<file path="config.mk">
export PLATFORM = sky130hd
export DESIGN_NAME = ps2_direction_decoder
export DESIGN_NICKNAME = d
export VERILOG_FILES = /design/src/rtl/ps2_direction_decoder.sv
export SDC_FILE = /design/constraint.sdc
export NUM_CORES = 1
export LEC_CHECK = 0
export ABC_CLOCK_PERIOD_IN_PS = 2800
export BUFFER_PORTS_ARGS = -buffer_cell sky130_fd_sc_hd__buf_2
export CAP_MARGIN = 5
export CORE_ASPECT_RATIO = 1.25
export CORE_MARGIN = 2
export CORE_UTILIZATION = 60
export CTS_BUF_LIST = sky130_fd_sc_hd__clkbuf_16
export DETAILED_ROUTE_END_ITERATION = 8
export PLACE_DENSITY_LB_ADDON = 0.08
export SLEW_MARGIN = 20
export SYNTH_ARGS = -nofsm -noshare
export SYNTH_HDL_FRONTEND = slang
export SYNTH_SLANG_ARGS = --single-unit
</file>
<file path="constraint.sdc">
create_clock -name clock -period 2.8 [get_ports clock]
set_clock_uncertainty 0.05 [all_clocks]
set_input_delay 0.28 -clock clock [delete_from_list [all_inputs] [get_ports clock]]
set_output_delay 0.28 -clock clock [all_outputs]
set_load 0.01 [all_outputs]
</file>
<file path="src/rtl/ps2_direction_decoder.sv">
// PS/2 scancode parser that tracks held arrow keys (player 0) and WDSA (player 1)
// and resolves each player's held set to a single registered direction.
module ps2_direction_decoder #(
    parameter int unsigned PREFIX_TIMEOUT = 1000000
) (
    input  logic       clock,
    input  logic       reset,
    input  logic       ps2_key_pressed,
    input  logic [7:0] ps2_out,
    output logic       upSig,
    output logic       rightSig,
    output logic       downSig,
    output logic       leftSig,
    output logic       upSig2,
    output logic       rightSig2,
    output logic       downSig2,
    output logic       leftSig2,
    output logic [2:0] dir0_code,
    output logic [2:0] dir1_code
);

    typedef enum logic [1:0] {StIdle, StGotE0, StGotF0, StGotE0F0} state_e;

    state_e      state_q, state_d;
    logic [31:0] cnt_q, cnt_d;
    logic [3:0]  held0_q, held0_d, held1_q, held1_d;
    logic [2:0]  last0_q, last0_d, last1_q, last1_d;
    logic [2:0]  dir0_q, dir1_q;
    logic [2:0]  res0, res1, code0, code1;
    logic        make0, brk0, make1, brk1;

    // Direction code: 0 none, 1 up, 2 right, 3 down, 4 left; held bit = code - 1.
    function automatic logic [3:0] dir_bit(input logic [2:0] code);
        case (code)
            3'd1:    return 4'b0001;
            3'd2:    return 4'b0010;
            3'd3:    return 4'b0100;
            3'd4:    return 4'b1000;
            default: return 4'b0000;
        endcase
    endfunction

    function automatic logic [2:0] resolve(input logic [3:0] held, input logic [2:0] last);
        if ((held & dir_bit(last)) != 4'b0000) return last;
        else if (held[0]) return 3'd1;
        else if (held[1]) return 3'd2;
        else if (held[2]) return 3'd3;
        else if (held[3]) return 3'd4;
        else return 3'd0;
    endfunction

    always_comb begin
        case (ps2_out)
            8'h75:   code0 = 3'd1;
            8'h74:   code0 = 3'd2;
            8'h72:   code0 = 3'd3;
            8'h6B:   code0 = 3'd4;
            default: code0 = 3'd0;
        endcase
        case (ps2_out)
            8'h1D:   code1 = 3'd1;
            8'h23:   code1 = 3'd2;
            8'h1B:   code1 = 3'd3;
            8'h1C:   code1 = 3'd4;
            default: code1 = 3'd0;
        endcase
    end

    always_comb begin
        state_d = state_q;
        cnt_d   = cnt_q;
        make0   = 1'b0;
        brk0    = 1'b0;
        make1   = 1'b0;
        brk1    = 1'b0;
        if (ps2_key_pressed) begin
            cnt_d = 32'd0;
            unique case (state_q)
                StIdle: begin
                    if (ps2_out == 8'hE0) state_d = StGotE0;
                    else if (ps2_out == 8'hF0) state_d = StGotF0;
                    else make1 = 1'b1;
                end
                StGotE0: begin
                    if (ps2_out == 8'hF0) state_d = StGotE0F0;
                    else if (ps2_out != 8'hE0) begin
                        make0   = 1'b1;
                        state_d = StIdle;
                    end
                end
                StGotF0: begin
                    if (ps2_out == 8'hE0) state_d = StGotE0F0;
                    else if (ps2_out != 8'hF0) begin
                        brk1    = 1'b1;
                        state_d = StIdle;
                    end
                end
                StGotE0F0: begin
                    if (ps2_out != 8'hE0 && ps2_out != 8'hF0) begin
                        brk0    = 1'b1;
                        state_d = StIdle;
                    end
                end
                default: state_d = StIdle;
            endcase
        end else if (state_q != StIdle) begin
            // Abandon a stalled prefix after PREFIX_TIMEOUT idle cycles.
            if (cnt_q >= 32'(PREFIX_TIMEOUT - 1)) begin
                state_d = StIdle;
                cnt_d   = 32'd0;
            end else begin
                cnt_d = cnt_q + 32'd1;
            end
        end
    end

    always_comb begin
        res0    = resolve(held0_q, last0_q);
        res1    = resolve(held1_q, last1_q);
        held0_d = held0_q;
        held1_d = held1_q;
        last0_d = res0;
        last1_d = res1;
        if (make0 && code0 != 3'd0) begin
            held0_d = held0_q | dir_bit(code0);
            last0_d = code0;
        end
        if (brk0) held0_d = held0_q & ~dir_bit(code0);
        if (make1 && code1 != 3'd0) begin
            held1_d = held1_q | dir_bit(code1);
            last1_d = code1;
        end
        if (brk1) held1_d = held1_q & ~dir_bit(code1);
    end

    always_ff @(posedge clock or posedge reset) begin
        if (reset) begin
            state_q <= StIdle;
            cnt_q   <= 32'd0;
            held0_q <= 4'b0000;
            held1_q <= 4'b0000;
            last0_q <= 3'd0;
            last1_q <= 3'd0;
            dir0_q  <= 3'd0;
            dir1_q  <= 3'd0;
        end else begin
            state_q <= state_d;
            cnt_q   <= cnt_d;
            held0_q <= held0_d;
            held1_q <= held1_d;
            last0_q <= last0_d;
            last1_q <= last1_d;
            dir0_q  <= res0;
            dir1_q  <= res1;
        end
    end

    assign dir0_code = dir0_q;
    assign dir1_code = dir1_q;
    assign upSig     = (dir0_q == 3'd1);
    assign rightSig  = (dir0_q == 3'd2);
    assign downSig   = (dir0_q == 3'd3);
    assign leftSig   = (dir0_q == 3'd4);
    assign upSig2    = (dir1_q == 3'd1);
    assign rightSig2 = (dir1_q == 3'd2);
    assign downSig2  = (dir1_q == 3'd3);
    assign leftSig2  = (dir1_q == 3'd4);

endmodule

</file>
==> key figures <==
Run status
  – Status: finished, final reports clean

Clock tree
  – Post-CTS Setup Bufs: 0
  – H-Tree Depth: 2
  – Sink Count: 54
  – CTS tree: done
  – Cts bufs inserted: 5
  – Worst skew pair latency: 0.29 ns
  – Root buffer cell: clkbuf_16
  – Max Root-Sink Buffers: 2
  – CTS hold repair buffers: 0
  – Post_cts resized: 0
  – Worst-path clk slew: 0.07 ns

Placed design
  – Gpl congestion: ~0.85
  – Detailed placer's ending HPWL: 4110 µm
  – Number of port buffers: 24
  – Dpl ws: 0.600 ns

Critical path
  – Critical Path Fanout Max: 24
  – Cells along the critical path: or4_4 > nor4_4 > a211oi_2 > a21oi_4 > buf_12 > nor2_1
  – Critical path endpoint category: register
  – CP Launch Type: register
  – Max incr delay on CP: about 0.58 ns
  – CP delay by family, top: simple AND/OR/NAND/NOR gates
  – Number of buffers and inverters on the critical path: 1
  – CP max stage cell: or4_4
  – WS Path Type: register to register
  – CP arrival: roughly 2.3 ns
  – Req. time, crit path: 2.92 ns

Synth
  – Synth cell types: 61
  – Mapped cell area: approximately 0.0030 mm²
  – Ys Warns: 0
  – Post-synth top area share: 0.451
  – Sequential-to-total area share from yosys stat: 0.451
  – Asr flop ratio synth: 1.00
  – Post-synth top cells: dfrtp_1 (54), nor2_1 (47), nand2_1 (20), inv_1 (15), nand3_1 (13)
  – Post-Syn Area per Cell: 9.64 µm²
  – #FFs+latches synth: 54
  – Largest family of logic cells by synthesized area: simple AND/OR/NAND/NOR gates
  – Post-synth top area cell: dfrtp_1
  – Compound-gate portion of the synthesized area: 0.136
  – Most common cell in the netlist: dfrtp_1
  – Post-synth net total: 323
  – Post-synth EDFFs: 0
  – Post-synthesis cell count: slightly above 300
  – Top FF cell, synth: dfrtp_1
  – Adder-cell share of the synthesized area: 0.00417
  – Xor-xnor portion of the synthesized cell area: 0.0497
  – Simple-gate share of the synthesized area: 0.294
  – Mux contribution to synthesized area: 0.0271
  – Synth area leaders: dfrtp_1 (45%), nor2_1 (5.9%), xor2_1 (3.2%)

Timing
  – Fmax: around 0.45 GHz
  – Worst hold slack: 0.112 ns
  – Hold Violations, Final: 0
  – Min Tclk post-route: 2.23 ns
  – Crit share post-route: 0.795
  – Setup TNS: 0 ns
  – Final setup fails: 0
  – Slew @ Worst Pin: between 0.6 and 0.7 ns
  – RSZ-0062 raised after global routing: no
  – Worst Slack Setup Final: 0.574 ns
  – Max-slew violations: 0
  – Worst relative slew slack: 0.559

Cells and area
  – Fillers: 388
  – Final core occ: 0.696
  – Storage cell area: 0.00135 mm²
  – ANT cells: 0
  – Multi-input gate area in the final layout: 0.00153 mm²
  – Area Growth Syn to Fin: 10.7%
  – Share of layout cells above drive strength 1: 0.162
  – Nets: 351

Pwr
  – Worst vdd rail ir drop: ~360 µV
  – Power per cell area: 526 mW/mm²
  – Leakage: 1.48 nW

Drt
  – Top Layer Used: met4
  – Initial drt markers: between 90 and 100
  – Wire per inst: 14.3 µm
  – Metal-1 WL: 2540 µm
  – Via-to-Cell Ratio: 5.85
  – Via count: 2,339
  – Met2 wire length: between 2000 and 3000 µm
  – TritonRoute pass-1 iters: 6
  – DR WL met3: 107 µm
  – Routed WL: approximately 5700 µm
  – Remaining DRCs: 0
  – Post-DRT Antenna Nets: 0

GRT
  – Pin count of the biggest net entering global routing: 55
  – Vias in the first global route: roughly 2,300
  – GRT Total Usage: 0.229
  – First-pass GRT wire length: 10,200 µm
  – Initial antenna violation count: 0
  – Global route total overflow: 0

Die
  – Core Area: 0.00476 mm²
  – Rows: 28
  – Die height: 83.0 µm
  – Die area: 0.00558 mm²
  – Die W: 67.2 µm
  – Initial Util: 0.629
  – Boundary Pins: 25

Job
  – Max-cap violations: 0

Hold path
  – Hold crit path type: input port to asynchronous set/reset pin
## worst register-to-register path: cells and delay by family, from the launching register on
kind	cells	cell delay, ns
buf+inv	1	0.20
compound gates	2	0.50
flops	1	0.43
simple gates	3	0.93
## report_power, final
part	leakage, nW	total [W]	switching [W]	internal, W
combinational	0.709	0.000282	0.000159	0.000123
sequential	0.700	0.000868	0.0000452	0.000823
clock	0.0672	0.000596	0.000269	0.000327
total	1.48	0.00175	0.000473	0.00127
## layout by cell type (no fill, tap or decap), types with 5 or more instances in the layout
cell type,Yosys,routed
a31oi_1,7,7
nor3_1,5,5
nand4_1,7,7
xor2_1,11,11
a21oi_1,12,12
clkbuf_16,0,5
nor2_1,47,47
xnor2_1,6,6
nor3b_1,10,10
nand2b_1,5,5
nand2_1,20,20
nand3_1,13,13
inv_1,15,14
nand3b_1,7,7
mux2i_1,7,7
dfrtp_1,54,54
buf_2,2,24
o21ai_0,9,9
## cell type report
| cell class | instances | share of cell area |
|---|---|---|
| clock buffer | 5 | 0.0377 |
| clock inverter | 3 | 0.00490 |
| inverter | 15 | 0.0170 |
| multi-input combinational | 235 | 0.462 |
| sequential | 54 | 0.407 |
| tap | 60 | 0.0226 |
| timing repair buffer | 28 | 0.0490 |
## kinds of logic (layout without fill, tap and decap cells)
kind of cell               after synthesis  after routing
adders and majority gates                1              1
buffers and inverters                   22             51
muxes                                    8              8
AOI/OAI and AO/OA                       56             56
DFF                                     54             54
and+or+nand+nor                        153            153
xor gates and xnor gates                17             17
## metal layers
layer	GRT usage	vias up
met4	0.0612	0
met5	0	-
met3	0.0366	6
met2	0.407	28
li1	-	1183
met1	0.280	1122
## final timing paths
check / start / to / slack (ns) / cells after the start
max in group asynchronous: reset / cnt_q[2] / 2.15 / 3
min in group clock: ps2_out[7] / register / 0.33 / 4
worst min-delay path: reset / cnt_q[26] / 0.11 / 3
worst max-delay path: cnt_q[11] / cnt_q[29] / 0.57 / 6
worst min register to register: cnt_q[31] / cnt_q[31] / 0.46 / 2
worst max register to register: cnt_q[11] / cnt_q[29] / 0.57 / 6
## metrics by stage
step | power (W) | cell area, µm² | instances
final | 0.00175 | 3320 | 400
after global routing | 0.00184 | 3320 | 400
after CTS | 0.00176 | 3320 | 400
after detailed placement | 0.00116 | 3180 | 392
after global placement | 0.00115 | 3180 | 392
after floorplan | 0.00107 | 3000 | 311
Note: power is estimated with default switching activity, not from simulation.
